## src/rtl/secuenciador_init_param.sv

```systemverilog
// Parametrised RTC init sequencer: emits N_PARES (address, data) byte pairs
// over a valid/ready handshake, data from TABLA or from a start-time snapshot.
module secuenciador_init_param #(
    parameter int DATA_W  = 8,
    parameter int N_PARES = 11,
    parameter logic [2*DATA_W*N_PARES-1:0] TABLA =
        176'hF000_4300_4200_4100_2600_2500_2400_2300_2200_2100_0216,
    localparam int IW = (N_PARES > 1) ? $clog2(N_PARES) : 1
) (
    input  logic                      reloj,
    input  logic                      resetM,
    input  logic                      inicio,
    input  logic                      modo,
    input  logic                      cancelar,
    input  logic [DATA_W*N_PARES-1:0] datos_in,
    input  logic                      listo_bus,
    output logic [DATA_W-1:0]         Inicie,
    output logic                      es_dir,
    output logic                      valido,
    output logic [IW-1:0]             indice,
    output logic                      ocupado,
    output logic                      fin
);

    localparam logic [1:0] IDLE = 2'd0;
    localparam logic [1:0] DIR  = 2'd1;
    localparam logic [1:0] DATO = 2'd2;
    localparam logic [1:0] FIN  = 2'd3;

    localparam logic [IW-1:0] ULT = IW'(N_PARES - 1);

    logic [1:0]                estado;
    logic                      modo_r;
    logic [DATA_W*N_PARES-1:0] snap;
    logic [2*DATA_W-1:0]       par;
    logic [DATA_W-1:0]         dato;

    assign par  = TABLA[2*DATA_W*indice +: 2*DATA_W];
    assign dato = modo_r ? snap[DATA_W*indice +: DATA_W] : par[DATA_W-1:0];

    // Outputs decode from state only, so an async reset clears them at once.
    always_comb begin
        Inicie = '0;
        es_dir = 1'b0;
        valido = 1'b0;
        case (estado)
            DIR: begin
                Inicie = par[2*DATA_W-1:DATA_W];
                es_dir = 1'b1;
                valido = 1'b1;
            end
            DATO: begin
                Inicie = dato;
                valido = 1'b1;
            end
            default: ;
        endcase
    end

    assign ocupado = (estado != IDLE);
    assign fin     = (estado == FIN);

    always_ff @(posedge reloj or posedge resetM) begin
        if (resetM) begin
            estado <= IDLE;
            indice <= '0;
            modo_r <= 1'b0;
            snap   <= '0;
        end else begin
            case (estado)
                IDLE: begin
                    if (inicio && !cancelar) begin
                        estado <= DIR;
                        modo_r <= modo;
                        snap   <= datos_in;
                        indice <= '0;
                    end
                end
                DIR: begin
                    if (cancelar) begin
                        estado <= IDLE;
                        indice <= '0;
                    end else if (listo_bus) begin
                        estado <= DATO;
                    end
                end
                DATO: begin
                    // Abort wins over a transfer completing in the same cycle.
                    if (cancelar) begin
                        estado <= IDLE;
                        indice <= '0;
                    end else if (listo_bus) begin
                        if (indice == ULT) begin
                            estado <= FIN;
                        end else begin
                            indice <= indice + 1'b1;
                            estado <= DIR;
                        end
                    end
                end
                default: begin
                    estado <= IDLE;
                    indice <= '0;
                end
            endcase
        end
    end

endmodule

```

## config.mk

```make
export PLATFORM = sky130hd
export DESIGN_NAME = secuenciador_init_param
export DESIGN_NICKNAME = d
export VERILOG_FILES = /design/src/rtl/secuenciador_init_param.sv
export SDC_FILE = /design/constraint.sdc
export NUM_CORES = 1
export LEC_CHECK = 0
export BUFFER_PORTS_ARGS = -buffer_cell sky130_fd_sc_hd__buf_2
export CORE_MARGIN = 3
export CORE_UTILIZATION = 33
export DETAILED_ROUTE_END_ITERATION = 6
export SLEW_MARGIN = 20
export SYNTH_ARGS = -nofsm -noshare
export SYNTH_HDL_FRONTEND = slang
export SYNTH_SLANG_ARGS = --single-unit
export TNS_END_PERCENT = 50
```

## constraint.sdc

```tcl
create_clock -name reloj -period 5.5 [get_ports reloj]
set_input_delay 0.55 -clock reloj [delete_from_list [all_inputs] [get_ports reloj]]
set_output_delay 0.55 -clock reloj [all_outputs]
set_load 0.1 [all_outputs]
```

* Word-level counts from Yosys, hierarchy flattened
Index checks and enable logic that the tools add are counted.
** Operators by class
- Add/sub/neg operators :: 1
- Eq/ne operators :: 9
- Muxes and demuxes :: 17
- Reduce and logical (&&, ||, !) cells :: 8
- Shift-type cells :: 2
** Operators with widths (count)
- 176-bit by 9-bit variable part select with 16-bit output (first input constant) :: 1
- 88-bit by 8-bit variable part select with 8-bit output :: 1
- 4-bit two-way mux :: 5
- 8-bit case mux with 2 select lines :: 1
- 2-bit two-way mux :: 6
- 4-bit case mux with 3 select lines :: 1
- 3-bit inequality test (second input constant) :: 3
- 8-bit two-way mux :: 1
- 2-bit case mux with 3 select lines :: 1
- 4-bit by 1-bit adder with 4-bit output (second input constant) :: 1
- 2-bit equality test (second input constant) :: 2
- 4-bit equality test (second input constant) :: 1
- 2-bit inequality test (second input constant) :: 2
- 4-bit AND reduction :: 1
- 3-bit AND reduction :: 1
- 2-bit by 1-bit equality test with 1-bit output (second input constant) :: 1
- 2-bit zero test :: 1
- 1-bit two-way mux :: 2
- 2-bit AND reduction :: 1
- 2-bit nonzero test :: 1
- 2-bit OR reduction :: 1
- 1-bit logical AND :: 1
- 1-bit zero test :: 1
** Storage, ports and cells
- Output and inout bits :: 16
- Bits in registers :: 95
- Input bits :: 94

* Longest topological paths before layout
Gate-level depths: netlist of the first run.
- Depth after elaboration :: 5
- Depth in mapped cells :: 9

* Worst setup path after synthesis of the first run
OpenSTA, ideal clock, no wires.
- Path kind :: register -> output
- From :: register indice[1]
- To :: output Inicie[0]
- Data arrival time :: 3.977 ns
- Slack :: 0.973 ns
- Stages on the path, launching flop included :: 7
- Path through :: dfrtp_1 buf_4 buf_6 buf_4 mux4_2 mux2i_1 o21ai_0
** On the way
- Word-level cells in the longest chain between the ends :: 3
- Elaborated cells between the ends (all ways) :: 4
- Those cells by class :: shift (2); mux (2)
** RTL lines
- from (decl) :: RTL line 20 : output logic [IW-1:0] indice,
- from (signal assigned) :: RTL line 96 : indice <= indice + 1'b1;
- 176-bit by 9-bit variable part select with 16-bit output or 88-bit by 8-bit variable part select with 8-bit output (tied branches) :: RTL line 38, 39
- 8-bit two-way mux :: RTL line 39 : assign dato = modo_r ? snap[DATA_W*indice +: DATA_W] : par[DATA_W-1:0];
- 8-bit case mux with 2 select lines (*) :: RTL line 46 : case (estado)
- to (decl) :: RTL line 17 : output logic [DATA_W-1:0] Inicie,
Mark *: on every way between the ends. The rest lies on a longest branch, timed or not.

* Final worst setup path of the first run
- From :: register indice[1]
- To :: output Inicie[5]
Same word-level chain as after synthesis.

==> results.py, run 1 <==
metrics = {
    "outcome": {
        "status": "finished, final reports clean",
    },
    "placement": {
        "placedCellCount": 608,
        "gpl.final_weighted_congestion": 0.873,
        "number_of_i_o_port_buffers": 109,
        "worst_slack_at_placement_ns": 2.38,
        "detailed_place_hpwl_um": 8570,
    },
    "yosys": {
        "synth_top_area_share_pct": 49.8,
        "synth_common_cells": "95 x sky130_fd_sc_hd__dfrtp_1, 84 x sky130_fd_sc_hd__mux2_2, 16 x sky130_fd_sc_hd__mux2i_1, 16 x sky130_fd_sc_hd__mux4_2, 12 x sky130_fd_sc_hd__ha_1",
        "postSynthCellCount": 337,
        "synth_warnings": 0,
        "synthesis.nets": 443,
        "number_of_enable_flip_flop_cells_after_synthesis": 0,
        "share_of_the_yosys_chip_area_belonging_to_registers_pct": 49.8,
        "synth.ff_latch_count": 95,
        "synth_cell_types": 47,
        "syn-mean-instance-area_sq_um": 14.2,
        "synth_top_cells_by_area": "sky130_fd_sc_hd__dfrtp_1 50%, sky130_fd_sc_hd__mux2_2 20%, sky130_fd_sc_hd__mux4_2 7.5%, sky130_fd_sc_hd__mux2i_1 3.4%, sky130_fd_sc_hd__ha_1 3.1%",
        "yosys.area.top_type": "sky130_fd_sc_hd__dfrtp_1",
        "async_reset_ff_share_pct": 100,
        "most_repeated_cell_in_the_gate_level_netlist_after_synthesis": "sky130_fd_sc_hd__dfrtp_1",
        "cell_area_synth_sq_um": 4770,
        "synthFlopType": "sky130_fd_sc_hd__dfrtp_1",
    },
    "clock_tree": {
        "clock_tree.buffer_depth": 2,
        "cts_setup_buffers": 0,
        "cts.repair.resized": 0,
        "cts_max_level": 3,
        "clock_network_latency_to_the_later_pin_of_the_worst_skew_pair_ns": 0.34,
        "cts_root_buffer": "sky130_fd_sc_hd__clkbuf_16",
        "tritoncts_clock_tree": "done",
        "cts.reportedPaths.clkPinSlew_ns": 0.07,
        "cts-buffers-inserted": 9,
        "clock_sink_count": 95,
        "cts_hold_repair.buffers": 0,
    },
    "grt": {
        "track_usage_pct": 14.6,
        "grt_overflow_total": 0,
        "vias_in_the_first_global_route": 3248,
        "number_of_antenna_violations_at_the_first_check_in_global_routing": 0,
        "first_pass_grt_wire_length_um": 18000,
        "grt_start_max_net_pins": 53,
    },
    "sta": {
        "hold_viol_final": 0,
        "number_of_slew_limit_violations_in_the_final_report": 0,
        "final.min_clock_period_ns": 3.48,
        "timing.max_slew.rel_slack_pct": 45.3,
        "timing_worst_slew_pin_value_ns": 0.821,
        "rsz0062_at_grt": "false",
        "clock.fmax_ghz": 0.287,
        "setup_slack_ns": 2.02,
        "total_setup_violations_reported_at_the_end_of_the_flow": 0,
        "totalNegativeSetupSlack_ns": 0,
        "part_of_the_cycle_the_worst_path_needs_pct": 63.3,
        "fin_hold_ws_ns": 0.252,
        "fin_skew_ns": 0.00714,
    },
    "setup_path": {
        "reg2reg_depth": 6,
        "setup.worst_path.start_class": "flip-flop",
        "r2r-start": "estado[0]",
        "end_kind": "output port",
        "cp_data_required_time_ns": 4.95,
        "crit-reg2reg-capture": "snap[77]",
        "critical_path_arrival_ns": 2.93,
        "worst-path-max-fanout": 32,
        "timing.setup.critical_path_class": "reg -> out",
        "rrSetupSlack_ns": 2.93,
    },
    "route": {
        "detail_route.first_pass.iterations": 4,
        "wl_per_cell_um": 18.1,
        "drt_drc_violations_left": 0,
        "avgViaCountPerCell": 4.99,
        "routed-via-count": 3112,
        "drt.antenna.violating_nets": 0,
        "detail_route.wirelength_um": 11300,
        "drt-initial-drc-count": 179,
    },
    "power_and_ir_drop": {
        "design_power_total_w": 0.00314,
        "power-per-cell-area_nw_per_um2": 546,
        "power.static_leakage_nw": 2.63,
        "power.ir.vdd_worst_mv": 0.313,
    },
    "final_layout": {
        "flow.area_growth_from_synthesis_pct": 20.5,
        "sequential_cell_area_sq_um": 2380,
        "post_layout_nonfiller_instances": 624,
        "layout.nets": 545,
        "drive_above_1_share_pct": 55.4,
        "antenna_cells_inserted": 0,
        "nFillCells": 1348,
        "multi_input_area_sq_um": 2220,
    },
    "floorplanning": {
        "fp.dieH_um": 126,
        "chipWidth_um": 126,
        "floorplan.core_area_sq_um": 14000,
        "ioPinCount": 110,
        "placement_rows": 43,
        "start_util_pct": 34.0,
        "floorplan_die_area_sq_um": 15900,
    },
    "hold_path": {
        "timing.hold.worst.class": "in -> async",
    },
    "job": {
        "cap_violations": 0,
    },
}
==> worst max-delay path by stage <==
stage,slack (ns),depth (start not counted),to,start
after CTS,2.00,6,Inicie[1],indice[0]
after floorplan,0.97,6,Inicie[0],indice[1]
after detailed placement,2.38,6,Inicie[1],indice[0]
after global placement,2.37,6,Inicie[1],indice[0]
final,2.02,7,Inicie[5],indice[1]
after global routing,1.81,7,Inicie[5],indice[1]
==> state kept, by name, summed over array words and instances, names as in the netlist <==
signal and cells:
snap 88, indice 4, estado 2, modo_r 1
==> layer usage <==
metal | track usage, % | vias up | routed length (um)
li1 | - | 1449 | -
met1 | 20.9 | 1550 | 5340
met2 | 21.8 | 109 | 5190
met3 | 4.16 | 4 | 735
met4 | 3.97 | 0 | 57
met5 | 0 | - | 0
==> report_power, final <==
| part | switching (W) | internal (W) | total, W |
|---|---|---|---|
| registers | 0.000222 | 0.00104 | 0.00127 |
| clock network | 0.000267 | 0.000399 | 0.000666 |
| logic | 0.000632 | 0.000579 | 0.00121 |
==> critical path, cell delays in order, from the launching register on <==
cell and delay, ns:
sky130_fd_sc_hd__dfrtp_2 0.90, sky130_fd_sc_hd__inv_1 0.26, sky130_fd_sc_hd__ha_1 0.25, sky130_fd_sc_hd__mux2_2 0.26, sky130_fd_sc_hd__o21ai_0 0.14, sky130_fd_sc_hd__a32oi_1 0.11
sky130_fd_sc_hd__o21ai_0 0.15, sky130_fd_sc_hd__buf_2 0.49
==> layout by cell type, fill, tap and decap left out, types with 2 or more instances in the layout <==
master,Yosys,final
sky130_fd_sc_hd__nor2b_1,3,3
sky130_fd_sc_hd__mux2_4,10,10
sky130_fd_sc_hd__buf_2,9,109
sky130_fd_sc_hd__a32oi_1,2,2
sky130_fd_sc_hd__inv_1,8,7
sky130_fd_sc_hd__buf_4,3,3
sky130_fd_sc_hd__mux4_2,16,16
sky130_fd_sc_hd__o221ai_1,4,4
sky130_fd_sc_hd__nand3_1,6,6
sky130_fd_sc_hd__a31oi_1,2,2
sky130_fd_sc_hd__bufinv_16,0,2
sky130_fd_sc_hd__dfrtp_1,95,94
sky130_fd_sc_hd__clkbuf_16,0,9
sky130_fd_sc_hd__clkinvlp_4,0,3
sky130_fd_sc_hd__nand2_1,6,6
sky130_fd_sc_hd__a21oi_1,5,5
sky130_fd_sc_hd__and3_1,2,2
sky130_fd_sc_hd__o21ai_0,6,6
sky130_fd_sc_hd__ha_1,12,12
sky130_fd_sc_hd__o2bb2ai_1,3,3
sky130_fd_sc_hd__or2_2,2,2
sky130_fd_sc_hd__mux2i_1,16,16
sky130_fd_sc_hd__mux2_2,84,84
sky130_fd_sc_hd__nor2_1,11,11
==> metrics by stage <==
step,area [sq um],utilization [%]
floorplan,4770,-
global placement,5430,38.7
global route,5750,41.0
CTS,5750,41.0
finish,5750,41.0
detailed placement,5430,38.7
==> logic make-up after synthesis <==
logic type	share of synthesized area, %
muxes	33.9
DFF	49.8
and+or+nand+nor	4.61
AOI/OAI and AO/OA	4.90
buffers and inverters	3.69
adders and majority gates	3.14
==> cell type report <==
class	count	area share [%]
Multi-Input combinational cell	212	38.6
Inverter	9	0.631
Timing Repair Buffer	112	9.87
Clock buffer	9	3.91
Clock inverter	7	1.67
Sequential cell	95	41.3
Tap cell	180	3.91
Note: power is estimated with default switching activity, not from simulation.
==> run 2, diff against run 1 <==
==> constraint.sdc (replaced) <==
create_clock -name reloj -period 3.6 [get_ports reloj]
set_input_delay 0.36 -clock reloj [delete_from_list [all_inputs] [get_ports reloj]]
set_output_delay 0.36 -clock reloj [all_outputs]
set_load 0.1 [all_outputs]
==> run 2 against run 1 <==
  * Cell area increased by 0.50%
  * Sequential share of layout area is 0.21 points lower
  * Combinational power rose by 56%
  * Worst hold slack got worse by 0.10 ns
  * Via count rose by 0.55%
  * Clock skew is 0.0037 ns higher
  * Die area did not move
  * Clock-buffer cell count increased by 2
  * Routed wire length is 1.5% lower
  * Register-to-register slack worse by 1.6 ns
  * Critical path type unchanged
  * Critical endpoint is now Inicie[1]
==> results.py, run 2 (synthesis results as in run 1) <==
metrics = {
    "clock_tree": {
        "cts.reportedPaths.clkPinSlew_ns": 0.07,
        "cts_hold_repair.buffers": 0,
        "cts.repair.resized": 0,
        "cts_max_level": 3,
        "cts-buffers-inserted": 9,
        "cts_root_buffer": "sky130_fd_sc_hd__clkbuf_16",
        "tritoncts_clock_tree": "done",
        "clock_network_latency_to_the_later_pin_of_the_worst_skew_pair_ns": 0.35,
        "cts_setup_buffers": 0,
        "clock_sink_count": 95,
        "clock_tree.buffer_depth": 2,
    },
    "job": {
        "cap_violations": 0,
    },
    "power_and_ir_drop": {
        "design_power_total_w": 0.00475,
        "power.ir.vdd_worst_mv": 0.305,
        "power.static_leakage_nw": 2.64,
        "power-per-cell-area_nw_per_um2": 821,
    },
    "hold_path": {
        "timing.hold.worst.class": "in -> async",
    },
    "final_layout": {
        "nFillCells": 1321,
        "reg_top3": "snap: 88 flops, indice: 4 flops, estado: 2 flops",
        "most_frequent_standard_cell_in_the_layout_excluding_fill_and_tap_cells": "sky130_fd_sc_hd__buf_2",
        "number_of_flip_flops_in_the_largest_register": 88,
        "most-common-layout-cells": "108 x sky130_fd_sc_hd__buf_2, 94 x sky130_fd_sc_hd__dfrtp_1, 84 x sky130_fd_sc_hd__mux2_2",
        "regMostFlops": "snap",
        "antenna_cells_inserted": 0,
        "flow.area_growth_from_synthesis_pct": 21.1,
        "post_layout_nonfiller_instances": 625,
        "drive_above_1_share_pct": 55.7,
        "layout.nets": 546,
    },
    "setup_path": {
        "end_kind": "output port",
        "rrSetupSlack_ns": 1.34,
        "crit-reg2reg-capture": "indice[0]",
        "r2r-start": "indice[1]",
        "critical_path.cell_chain": "inv_1 -> ha_1 -> nor2_1 -> a211o_1 -> a31oi_1 -> a31oi_2 -> buf_2",
        "critical_path_s_largest_stage_delay_ns": 0.93,
        "setup.worst_path.start_class": "flip-flop",
        "timing.setup.critical_path_class": "reg -> out",
        "reg2reg_depth": 5,
        "critical_path_arrival_ns": 2.78,
        "worst-path-max-fanout": 32,
        "timing.critical_path.slowest_stage_cell": "sky130_fd_sc_hd__dfrtp_2",
        "cp_data_required_time_ns": 3.24,
    },
    "sta": {
        "rsz0062_at_grt": "false",
        "timing_worst_slew_pin_value_ns": 0.856,
        "number_of_slew_limit_violations_in_the_final_report": 0,
        "timing.max_slew.rel_slack_pct": 42.9,
        "clock.fmax_ghz": 0.319,
        "part_of_the_cycle_the_worst_path_needs_pct": 87.1,
        "hold_viol_final": 0,
        "total_setup_violations_reported_at_the_end_of_the_flow": 0,
        "fin_skew_ns": 0.0108,
        "fin_hold_ws_ns": 0.148,
        "final.min_clock_period_ns": 3.14,
        "setup_slack_ns": 0.464,
    },
    "route": {
        "wl_per_cell_um": 17.8,
        "drt-initial-drc-count": 144,
        "detail_route.wirelength_um": 11200,
        "detail_route.first_pass.iterations": 4,
        "drt.antenna.violating_nets": 0,
        "avgViaCountPerCell": 5.01,
        "drt_drc_violations_left": 0,
        "routed-via-count": 3129,
    },
    "floorplanning": {
        "floorplan.core_area_sq_um": 14000,
        "fp.dieH_um": 126,
        "placement_rows": 43,
        "floorplan_die_area_sq_um": 15900,
        "ioPinCount": 110,
        "start_util_pct": 34.0,
        "chipWidth_um": 126,
    },
    "grt": {
        "track_usage_pct": 14.6,
        "vias_in_the_first_global_route": 3305,
        "number_of_antenna_violations_at_the_first_check_in_global_routing": 0,
        "grt_overflow_total": 0,
        "first_pass_grt_wire_length_um": 18000,
        "grt_start_max_net_pins": 83,
    },
    "placement": {
        "worst_slack_at_placement_ns": 0.832,
        "placedCellCount": 609,
        "detailed_place_hpwl_um": 8200,
        "number_of_i_o_port_buffers": 109,
        "gpl.final_weighted_congestion": 0.824,
    },
    "outcome": {
        "status": "finished, final reports clean",
    },
}
## run 2: worst max-delay path: cells and delay by family, from the launching register on
family                     cells  cell delay [ns]
AOI/OAI and AO/OA              3             0.42
adders and majority gates      1             0.26
buffers and inverters          2             0.72
DFF                            1             0.93
and+or+nand+nor                1             0.09
## run 2: final cells by class
class	count	area [sq um]	share of cell area, %
repair buffers	113	603	10.4
multi-input cells	212	2240	38.7
flip-flops and latches	95	2380	41.1
clock buffers	11	233	4.03
well taps	180	225	3.90
clock inverters	5	65.1	1.13
inverters	9	38.8	0.671
## run 2: worst max-delay path by stage
stage,slack [ns],end,startpoint,cells after the start
3_5_place_dp,0.83,Inicie[1],indice[1],7
6_report,0.46,Inicie[1],indice[1],7
5_1_grt,0.24,Inicie[1],indice[1],7
2_1_floorplan,-0.16,Inicie[7],indice[1],7
4_1_cts,0.42,Inicie[1],indice[1],7
3_3_place_gp,0.84,Inicie[7],indice[1],5
## run 2: routing by layer
layer  global-route usage, %  part of all wire [%]  vias up
li1                        -                     -     1446
met1                    20.6                    47     1567
met2                    21.4                    46      107
met3                    5.94                   7.0        9
met4                    3.09                  0.72        0
met5                       0                     0        -
## run 2: metrics by stage
stage | TNS, ns | instance area, sq um | util [%]
after CTS | 0 | 5780 | 41.2
after global routing | 0 | 5780 | 41.2
after detailed placement | 0 | 5480 | 39.0
after floorplan | -0.545 | 4790 | -
final | 0 | 5780 | 41.2
after global placement | 0 | 5480 | 39.0
## run 2: where the power goes
part / switching [W] / internal, W / total [W]
registers: 0.000290 / 0.00159 / 0.00188
logic: 0.000988 / 0.000904 / 0.00189
clock network: 0.000422 / 0.000546 / 0.000968
==> run 3, diff against run 2 <==
--- a/config.mk
+++ b/config.mk
@@ -6,9 +6,12 @@
 export NUM_CORES = 1
 export LEC_CHECK = 0
 export BUFFER_PORTS_ARGS = -buffer_cell sky130_fd_sc_hd__buf_2
+export CELL_PAD_IN_SITES_DETAIL_PLACEMENT = 0
+export CELL_PAD_IN_SITES_GLOBAL_PLACEMENT = 1
 export CORE_MARGIN = 3
 export CORE_UTILIZATION = 33
 export DETAILED_ROUTE_END_ITERATION = 6
+export PLACE_DENSITY_LB_ADDON = 0.1
 export SLEW_MARGIN = 20
 export SYNTH_ARGS = -nofsm -noshare
 export SYNTH_HDL_FRONTEND = slang
==> run 3 against run 2 <==
  * Setup slack better by 0.078 ns
  * Sequential share of layout area is 0.12 points higher
  * Clock skew is 0.0067 ns lower
  * Combinational power hardly changed
  * Final cell count is 0.48% higher
  * Register-to-register slack hardly changed
  * Clock-buffer cell count stayed put
  * Die area stayed put
  * Critical path depth is 2 lower
  * Routed wire length is 1.5% higher
  * Maximum frequency is 2.5% higher
  * Total power is 1.2% lower
==> results.py, run 3 (synthesis results as in run 1) <==
metrics = {
    "outcome": {
        "status": "finished, final reports clean",
    },
    "hold_path": {
        "timing.hold.worst_path_depth": 2,
        "worst_hold_startpoint": "datos_in[63]",
        "timing.hold.worst.class": "in -> reg",
        "min_delay_worst_endpoint": "snap[63]",
    },
    "sta": {
        "number_of_slew_limit_violations_in_the_final_report": 0,
        "rsz0062_at_grt": "false",
        "final.min_clock_period_ns": 3.06,
        "fin_hold_ws_ns": 0.242,
        "hold_viol_final": 0,
        "fin_skew_ns": 0.00409,
        "clock.fmax_ghz": 0.327,
        "setup_slack_ns": 0.542,
        "timing_worst_slew_pin_value_ns": 0.679,
        "totalNegativeSetupSlack_ns": 0,
        "part_of_the_cycle_the_worst_path_needs_pct": 84.9,
        "timing.max_slew.rel_slack_pct": 54.7,
        "total_setup_violations_reported_at_the_end_of_the_flow": 0,
    },
    "final_layout": {
        "flow.area_growth_from_synthesis_pct": 20.8,
        "reg_top3": "snap: 88 flops, indice: 4 flops, estado: 2 flops",
        "layout.nets": 549,
        "regMostFlops": "snap",
        "most_frequent_standard_cell_in_the_layout_excluding_fill_and_tap_cells": "sky130_fd_sc_hd__buf_2",
        "drive_above_1_share_pct": 56.0,
        "most-common-layout-cells": "109 x sky130_fd_sc_hd__buf_2, 94 x sky130_fd_sc_hd__dfrtp_1, 84 x sky130_fd_sc_hd__mux2_2",
        "number_of_flip_flops_in_the_largest_register": 88,
        "antenna_cells_inserted": 0,
        "post_layout_nonfiller_instances": 628,
    },
    "floorplanning": {
        "floorplan.core_area_sq_um": 14000,
        "floorplan_die_area_sq_um": 15900,
        "placement_rows": 43,
        "start_util_pct": 34.0,
        "fp.dieH_um": 126,
        "ioPinCount": 110,
        "chipWidth_um": 126,
    },
    "setup_path": {
        "worst-path-max-fanout": 13,
        "end_kind": "output port",
        "timing.critical_path.max_delay_family": "multiplexers",
        "crit-reg2reg-capture": "indice[0]",
        "timing.critical_path.from": "indice[0]",
        "r2r-start": "indice[1]",
        "critical_path.cell_chain": "buf_4 -> mux4_2 -> mux2i_1 -> o221ai_1 -> buf_2",
        "cp_data_required_time_ns": 3.24,
        "critical_path_s_largest_stage_delay_ns": 0.66,
        "critPathBufInv": 2,
        "setup.worst_path.start_class": "flip-flop",
        "timing.critical_path.slowest_stage_cell": "sky130_fd_sc_hd__dfrtp_1",
        "rrSetupSlack_ns": 1.34,
        "timing.setup.critical_path_class": "reg -> out",
        "reg2reg_depth": 6,
        "critical_path_arrival_ns": 2.70,
    },
    "grt": {
        "first_pass_grt_wire_length_um": 17900,
        "grt_start_max_net_pins": 49,
        "track_usage_pct": 14.6,
        "number_of_antenna_violations_at_the_first_check_in_global_routing": 0,
        "vias_in_the_first_global_route": 3362,
        "grt_overflow_total": 0,
    },
    "placement": {
        "detailed_place_hpwl_um": 8550,
        "placedCellCount": 611,
        "number_of_i_o_port_buffers": 109,
        "worst_slack_at_placement_ns": 0.842,
        "gpl.final_weighted_congestion": 0.723,
    },
    "route": {
        "routed-via-count": 3080,
        "drt-initial-drc-count": 126,
        "wl_per_cell_um": 18.0,
        "detail_route.wirelength_um": 11300,
        "avgViaCountPerCell": 4.90,
        "drt.antenna.violating_nets": 0,
        "detail_route.first_pass.iterations": 4,
        "drt_drc_violations_left": 0,
    },
    "power_and_ir_drop": {
        "power.ir.vdd_worst_mv": 0.375,
        "power.static_leakage_nw": 2.65,
        "power-per-cell-area_nw_per_um2": 813,
    },
    "clock_tree": {
        "cts_max_level": 3,
        "clock_sink_count": 95,
        "clock_tree.buffer_depth": 2,
        "clock_network_latency_to_the_later_pin_of_the_worst_skew_pair_ns": 0.34,
        "tritoncts_clock_tree": "done",
        "cts_setup_buffers": 0,
        "cts.reportedPaths.clkPinSlew_ns": 0.07,
        "cts-buffers-inserted": 9,
        "cts_root_buffer": "sky130_fd_sc_hd__clkbuf_16",
    },
    "job": {
        "cap_violations": 0,
    },
}
## run 3: how the worst max path moves through the flow
stage / endpoint / slack, ns / cells after the start
finish: Inicie[2] / 0.54 / 5
global route: Inicie[6] / 0.30 / 6
CTS: Inicie[6] / 0.45 / 6
detailed placement: Inicie[6] / 0.84 / 6
global placement: Inicie[6] / 0.91 / 6
floorplan: Inicie[7] / -0.16 / 7
## run 3: area by class of cell
type,instances,area [sq um]
multi-input combinational,212,2240
tap,180,225
fill,1353,8280
timing repair buffer,116,613
sequential,95,2380
clock buffer,11,243
inverter,9,36.3
clock inverter,5,31.3
## run 3: timing repair
| action | 4_1_cts | 5_1_grt |
|---|---|---|
| endpoints found under the hold margin | 8 | 0 |
| resized for setup | 0 | 0 |
| hold buffers | 1 | 0 |
## run 3: routing by layer
layer  global-route usage [%]  routed length (um)  up-vias
li1                         -                   -     1463
met1                     18.6                4950     1522
met2                     24.2                5570       86
met3                     4.28                 648        9
met4                     4.54                 145        0
met5                        0                   0        -
## run 3: where the power goes
group          total [W]  leakage (nW)  switching, W  internal [W]
Clock           0.000892         0.136      0.000406      0.000486
Sequential       0.00190          1.13      0.000307       0.00160
Combinational    0.00189          1.38      0.000993      0.000898
Total            0.00469          2.65       0.00171       0.00298
## run 3: stage by stage
stage / power, W / utilization [%] / cell area (sq um)
finish: 0.00469 / 41.1 / 5770
global route: 0.00497 / 41.1 / 5770
CTS: 0.00475 / 41.1 / 5770
detailed placement: 0.00385 / 39.0 / 5480
global placement: 0.00382 / 39.0 / 5480
floorplan: 0.00339 / - / 4790
